**config.mk**
```make
export PLATFORM = sky130hd
export DESIGN_NAME = hilo_sequencer
export DESIGN_NICKNAME = d
export VERILOG_FILES = /design/src/rtl/muldiv_pkg.sv /design/src/rtl/hilo_sequencer.sv
export SDC_FILE = /design/constraint.sdc
export NUM_CORES = 1
export LEC_CHECK = 0
export CAP_MARGIN = 20
export CORE_ASPECT_RATIO = 0.6
export CORE_MARGIN = 2
export CORE_UTILIZATION = 44
export DETAILED_ROUTE_END_ITERATION = 7
export HOLD_SLACK_MARGIN = 0.08
export PLACE_DENSITY = 0.85
export SKIP_CTS_REPAIR_TIMING = 1
export SLEW_MARGIN = 20
export SYNTH_ARGS = -nofsm -noshare
export SYNTH_HDL_FRONTEND = slang
export SYNTH_SLANG_ARGS = --single-unit
```
**constraint.sdc**
```tcl
create_clock -name clock -period 2.54 [get_ports clock]
set_input_delay 0.508 -clock clock [delete_from_list [all_inputs] [get_ports clock]]
set_output_delay 0.508 -clock clock [all_outputs]
set_load 0.005 [all_outputs]
```
**src/rtl/muldiv_pkg.sv**
```systemverilog
// Shared definitions for the HI/LO multiply sequencer and the future divide sequencer.
package muldiv_pkg;

  typedef enum logic [2:0] {
    IDLE    = 3'd0,
    CLEAR   = 3'd1,
    LAUNCH  = 3'd2,
    RUN     = 3'd3,
    CAPTURE = 3'd4
  } seq_state_e;

  localparam int MULT_CYCLES_DEFAULT = 35;

endpackage

```
**src/rtl/hilo_sequencer.sv**
```systemverilog
// Sequences the iterative multiplier (clear, launch, fixed-latency wait, capture)
// and owns the architectural HI/LO registers, including mthi/mtlo writes.
module hilo_sequencer
  import muldiv_pkg::*;
#(
  parameter  int MULT_CYCLES = MULT_CYCLES_DEFAULT,
  localparam int CNT_W       = $clog2(MULT_CYCLES + 1)
) (
  input  logic        clock,
  input  logic        reset,
  input  logic        start_mult,
  input  logic        mthi,
  input  logic        mtlo,
  input  logic [31:0] wr_data,
  input  logic [31:0] mult_hi,
  input  logic [31:0] mult_lo,
  output logic        mult_clear,
  output logic        mult_enable,
  output logic        stall,
  output logic        done,
  output logic        conflict,
  output logic [31:0] hi,
  output logic [31:0] lo
);

  localparam logic [CNT_W-1:0] CNT_LOAD = CNT_W'(MULT_CYCLES - 1);

  seq_state_e       state_q, state_d;
  logic [CNT_W-1:0] cnt_q,   cnt_d;
  logic [31:0]      hi_q,    hi_d;
  logic [31:0]      lo_q,    lo_d;
  logic             is_idle;

  assign is_idle = (state_q == IDLE);

  always_ff @(posedge clock or negedge reset) begin
    if (!reset) begin
      state_q <= IDLE;
      cnt_q   <= '0;
      hi_q    <= '0;
      lo_q    <= '0;
    end else begin
      state_q <= state_d;
      cnt_q   <= cnt_d;
      hi_q    <= hi_d;
      lo_q    <= lo_d;
    end
  end

  always_comb begin
    state_d = state_q;
    cnt_d   = cnt_q;
    hi_d    = hi_q;
    lo_d    = lo_q;
    unique case (state_q)
      IDLE: begin
        // A start request takes priority over a same-cycle move-to write.
        if (start_mult) begin
          state_d = CLEAR;
        end else begin
          if (mthi) hi_d = wr_data;
          if (mtlo) lo_d = wr_data;
        end
      end
      CLEAR: begin
        cnt_d   = CNT_LOAD;
        state_d = LAUNCH;
      end
      LAUNCH: begin
        state_d = RUN;
      end
      RUN: begin
        if (cnt_q == '0) begin
          state_d = CAPTURE;
        end else begin
          cnt_d = cnt_q - CNT_W'(1);
        end
      end
      CAPTURE: begin
        hi_d    = mult_hi;
        lo_d    = mult_lo;
        state_d = IDLE;
      end
      default: begin
        state_d = IDLE;
      end
    endcase
  end

  // Strobes decode the registered state only, so they cannot glitch on inputs.
  assign mult_clear  = (state_q == CLEAR);
  assign mult_enable = (state_q == LAUNCH);
  assign done        = (state_q == CAPTURE);

  assign stall    = !is_idle || start_mult;
  assign conflict = is_idle ? (start_mult && (mthi || mtlo))
                            : (start_mult || mthi || mtlo);

  assign hi = hi_q;
  assign lo = lo_q;

endmodule

```
Word-level counts from Yosys, hierarchy flattened
Cells that the tools add are included.
{ "op_classes": {"add_sub_neg": 1, "eq_ne": 10, "mux": 12, "reduce_logical": 14} }
{ "ops": {"columns": ["op", "n"], "rows": [
  ["32-bit 2-to-1 mux", 4],
  ["32-bit one-hot mux with 2 select lines", 2],
  ["2-bit inequality test, second input constant", 6],
  ["3-bit one-hot mux with 4 select lines", 1],
  ["6-bit one-hot mux with 2 select lines", 1],
  ["3-bit by 2-bit == test with 1-bit output, second input constant", 2],
  ["6-bit logical NOT", 1],
  ["3-bit 2-to-1 mux", 2],
  ["6-bit 2-to-1 mux", 1],
  ["3-bit AND reduction", 2],
  ["6-bit by 1-bit subtractor with 6-bit output, second input constant", 1],
  ["1-bit logical OR", 4],
  ["2-bit AND reduction", 2],
  ["2-bit nonzero test", 2],
  ["3-bit by 1-bit == test with 1-bit output, second input constant", 1],
  ["3-bit == test, second input constant", 1],
  ["3-bit logical NOT", 1],
  ["1-bit logical AND", 1],
  ["1-bit logical NOT", 1],
  ["1-bit 2-to-1 mux", 1]
]} }
{ "totals": {"ff_bits": 73, "inputBits": 101, "output_inout_bits": 69, "elab_cells": 41} }

Depth between registers and ports, before layout
{ "depth": {"ltp_word": 3, "ltp_mapped": 6, "ltp_nobuf": 5} }

Worst setup path before layout
No wires, ideal clock.
{ "synth_timing": {"kind": "reg-to-output", "start": "reg state_q[0]", "end": "out done", "arrival_time_ns": 1.204, "required_ns": 2.032, "setup_slack_ns": 0.828, "stages_incl_launch_ff": 5, "n_path_buf": 3, "path_cell_list": "dfrtp_1 -> buf_6 -> nor3b_2 -> clkbuf_2 -> buf_2"} }
{ "synth_between": {"elab_chain_cells": 1} }
{ "synth_rtl": {"columns": ["element", "line", "rtl"], "rows": [
  ["start, declared", "hilo_sequencer.sv:28", "seq_state_e state_q, state_d;"],
  ["start signal, assigned", "hilo_sequencer.sv:43", "state_q <= state_d;"],
  ["3-bit == test", "hilo_sequencer.sv:93", "assign done = (state_q == CAPTURE);"],
  ["end, declared", "hilo_sequencer.sv:20", "output logic done,"]
]} }
Every way passes these cells.

Worst setup path after layout
{ "layout_timing": {"start": "in mtlo", "end": "out conflict"} }
{ "layout_between": {"elab_chain_cells": 3, "word_cells_on_any_way": 4, "classes_between": "1 x mux; 3 x reduce/logical"} }
{ "layout_rtl": {"columns": ["element", "line", "rtl"], "rows": [
  ["start, declared", "hilo_sequencer.sv:13", "input logic mtlo,"],
  ["1-bit logical OR", "hilo_sequencer.sv:96", "assign conflict = is_idle ? (start_mult && (mthi || mtlo))"],
  ["1-bit logical AND", "hilo_sequencer.sv:96", null],
  ["1-bit 2-to-1 mux (*)", "hilo_sequencer.sv:96", null],
  ["end, declared", "hilo_sequencer.sv:21", "output logic conflict,"]
]} }
Mark *: on every way between the ends. The rest lies on a longest branch, timed or not.

==> results.cfg <==
[floorplanning]
initial_core_util = 0.449
rows = 25
core-area_um2 = 7820
die_area_um2 = 8730
boundaryPins = 170
die_y_um = 73.2
die_width_um = 119

[detailed_routing]
viasPerCell = 5.58
dr.first_iter.drc_count = 330
drc_errors = 0
ant_nets = 0
wire_per_inst_um = 19.3
via_count = 3174
wirelength_mm = 11.0
drt-pass1-iter-count = 4

[critical_path]
crit_arrival_ns = 1.89
crit_slowest_cell = clkdlybuf4s50_1
crit_top_cell = clkdlybuf4s50_1
reg2reg_depth = 5
path_depth = 4
cp-startpoint = mtlo
critPathBufInv = 2
r2r_slack_ns = 0.54
required_ns = 2.03
crit_type = in -> out
rr_endpoint = hi[29]$_DFFE_PN0P_
cp_max_fo = 4
end_kind = output port
endpoint = conflict
crit_chain = clkdlybuf4s50_1 > o21ai_0 > a21oi_1 > clkdlybuf4s50_1
path_delay_family = buffers and inverters
max_stage_delay_ns = 0.56
worstSetupStartpointType = input pin
r2r-start = state_q[0]$_DFFE_PN0P_

[timing]
finalHoldViolations = 0
worstMarginPinSlew_ns = 0.926
tns_ns = 0
fin_crit_ns = 2.40
finalSetupViolations = 0
fmax_mhz = 417
skew_ns = 0.00515
rsz0062_at_grt = no
slew_headroom = 0.383
post-route-period-util = 0.943
slew_violations = 0

[clock_tree]
clkLatencyLatePin_ns = 0.34
numCtsBuffers = 9
path_clk_slew_ns = 0.06
htreeDepth = 3
cts_tree = built
cts_root_buffer = clkbuf_16
clock_sinks = 73
cts_buffer_depth = 2

[layout]
fin_cells = 569
drive_gt1_frac = 0.150
stdcell_area_um2 = 5660
finish.utilization = 0.724
diodes = 0
syn2layout_area_growth_pct = 61.4
nets = 559

[worst_hold_path]
hold_path.class = in -> async

[global_route]
overflow = 0
grt_antenna_before_repair = 0
grt_pass1_vias = 3328
gr-usage-all-layers = 0.261
grt_pass1_wl_mm = 17.3
grt_max_degree = 74

[yosys]
synth_area_per_cell_um2 = 12.3
synth_cell_types = 42
netlist_instances = 285
synth.ff_latch_count = 73
ys_seq_area_frac = 0.520
synth_area_um2 = 3510
ys_warn_count = 0
synth_nets = 388

[place]
place_area_um2 = 5320
dpl.cell_count = 553
io_buffers = 169
hpwlAfterDp_mm = 7.62
place.gp.congestion = 0.803

[power_and_ir_drop]
leakage_uw = 0.00233
powerDensity_nw_per_um2 = 773
ir_drop_mv = 0.397
total_power_uw = 4380

[status]
outcome = completed

[job]
cap_violations = 0
per-stage QoR:
stage	setup slack [ns]	hold slack (ns)
2_1_floorplan	0.828	0.212
3_3_place_gp	0.268	0.491
3_5_place_dp	0.191	0.495
4_1_cts	0.187	0.345
5_1_grt	0.127	0.377
6_report	0.144	0.285
logic make-up after synthesis:
group,share of synthesized area
flip-flops,0.520
AO/OA/AOI/OAI,0.215
adder cells (fa/ha/maj),0.00713
multiplexers,0.0428
AND/OR/NAND/NOR,0.172
buffers and inverters,0.0431
cell usage in the layout (no fill, tap or decap), drive strengths merged, types with 2 or more instances in the layout:
cell / instances
buf: 13
nor2: 4
bufinv: 3
ha: 2
nand3: 2
o31ai: 3
nor3b: 5
clkdlybuf4s50: 168
o21ai: 11
and2: 55
clkbuf: 11
mux2i: 6
a221o: 56
inv: 2
a21oi: 4
a31oi: 2
mux2: 8
nor2b: 5
or2b: 2
nor3: 3
dfrtp: 73
nand2b: 2
nand2: 7
state kept, by name, summed over array words and instances, names as in the netlist:
register,count
hi,32
lo,32
cnt_q,6
state_q,3
worst min path at each step:
| stage | start | end | slack (ns) |
|---|---|---|---|
| finish | reset | hi[5]$_DFFE_PN0P_ | 0.28 |
| global route | reset | hi[5]$_DFFE_PN0P_ | 0.38 |
| CTS | reset | hi[5]$_DFFE_PN0P_ | 0.34 |
| detailed placement | hi[30]$_DFFE_PN0P_ | hi[30]$_DFFE_PN0P_ | 0.50 |
| global placement | hi[31]$_DFFE_PN0P_ | hi[31]$_DFFE_PN0P_ | 0.49 |
| floorplan | reset | cnt_q[0]$_DFFE_PN0P_ | 0.21 |
metal layers:
layer  part of all wire  vias to the layer above  wire (um)  track usage
met3              0.083                       10        906       0.0938
met2               0.48                      131       5230        0.434
li1                   -                     1437          -            -
met5                  0                        -          0            0
met1               0.43                     1596       4730        0.330
met4             0.0089                        0         98       0.0693
cells in the mapped netlist, drive strengths merged:
cell type,instances,area share
a211oi,1,0.0021
a21oi,4,0.0057
a221o,56,0.17
a311oi,1,0.0025
a31oi,2,0.0036
and2,55,0.098
and3,1,0.0018
and4,1,0.0025
buf,11,0.027
clkbuf,10,0.014
dfrtp,73,0.52
ha,2,0.0071
inv,2,0.0021
mux2,8,0.026
mux2i,6,0.017
nand2,7,0.0075
nand2b,2,0.0036
nand3,2,0.0029
nor2,4,0.0043
nor2b,5,0.0089
nor3,3,0.0043
nor3b,5,0.019
nor4b,1,0.0068
o21ai,11,0.016
o21bai,1,0.0021
o311a,1,0.0032
o311ai,1,0.0025
o31ai,3,0.0064
o41a,1,0.0032
or2,1,0.0025
or2b,2,0.0046
or3b,1,0.0025
or4,1,0.0032
report_power, final:
group | internal [uW] | leakage (uW) | switching, uW
sequential | 1430 | 0.000874 | 231
clock | 984 | 0.000166 | 482
combinational | 828 | 0.00129 | 427
total | 3240 | 0.00233 | 1140
layout make-up:
class / count / area (um^2)
Timing Repair Buffer: 181 / 1800
Tap cell: 108 / 135
Clock inverter: 5 / 103
Multi-Input combinational cell: 189 / 1550
Clock buffer: 11 / 243
Fill cell: 576 / 2160
Sequential cell: 73 / 1830
Inverter: 2 / 7.51
Power figures use the tool's default switching activity.
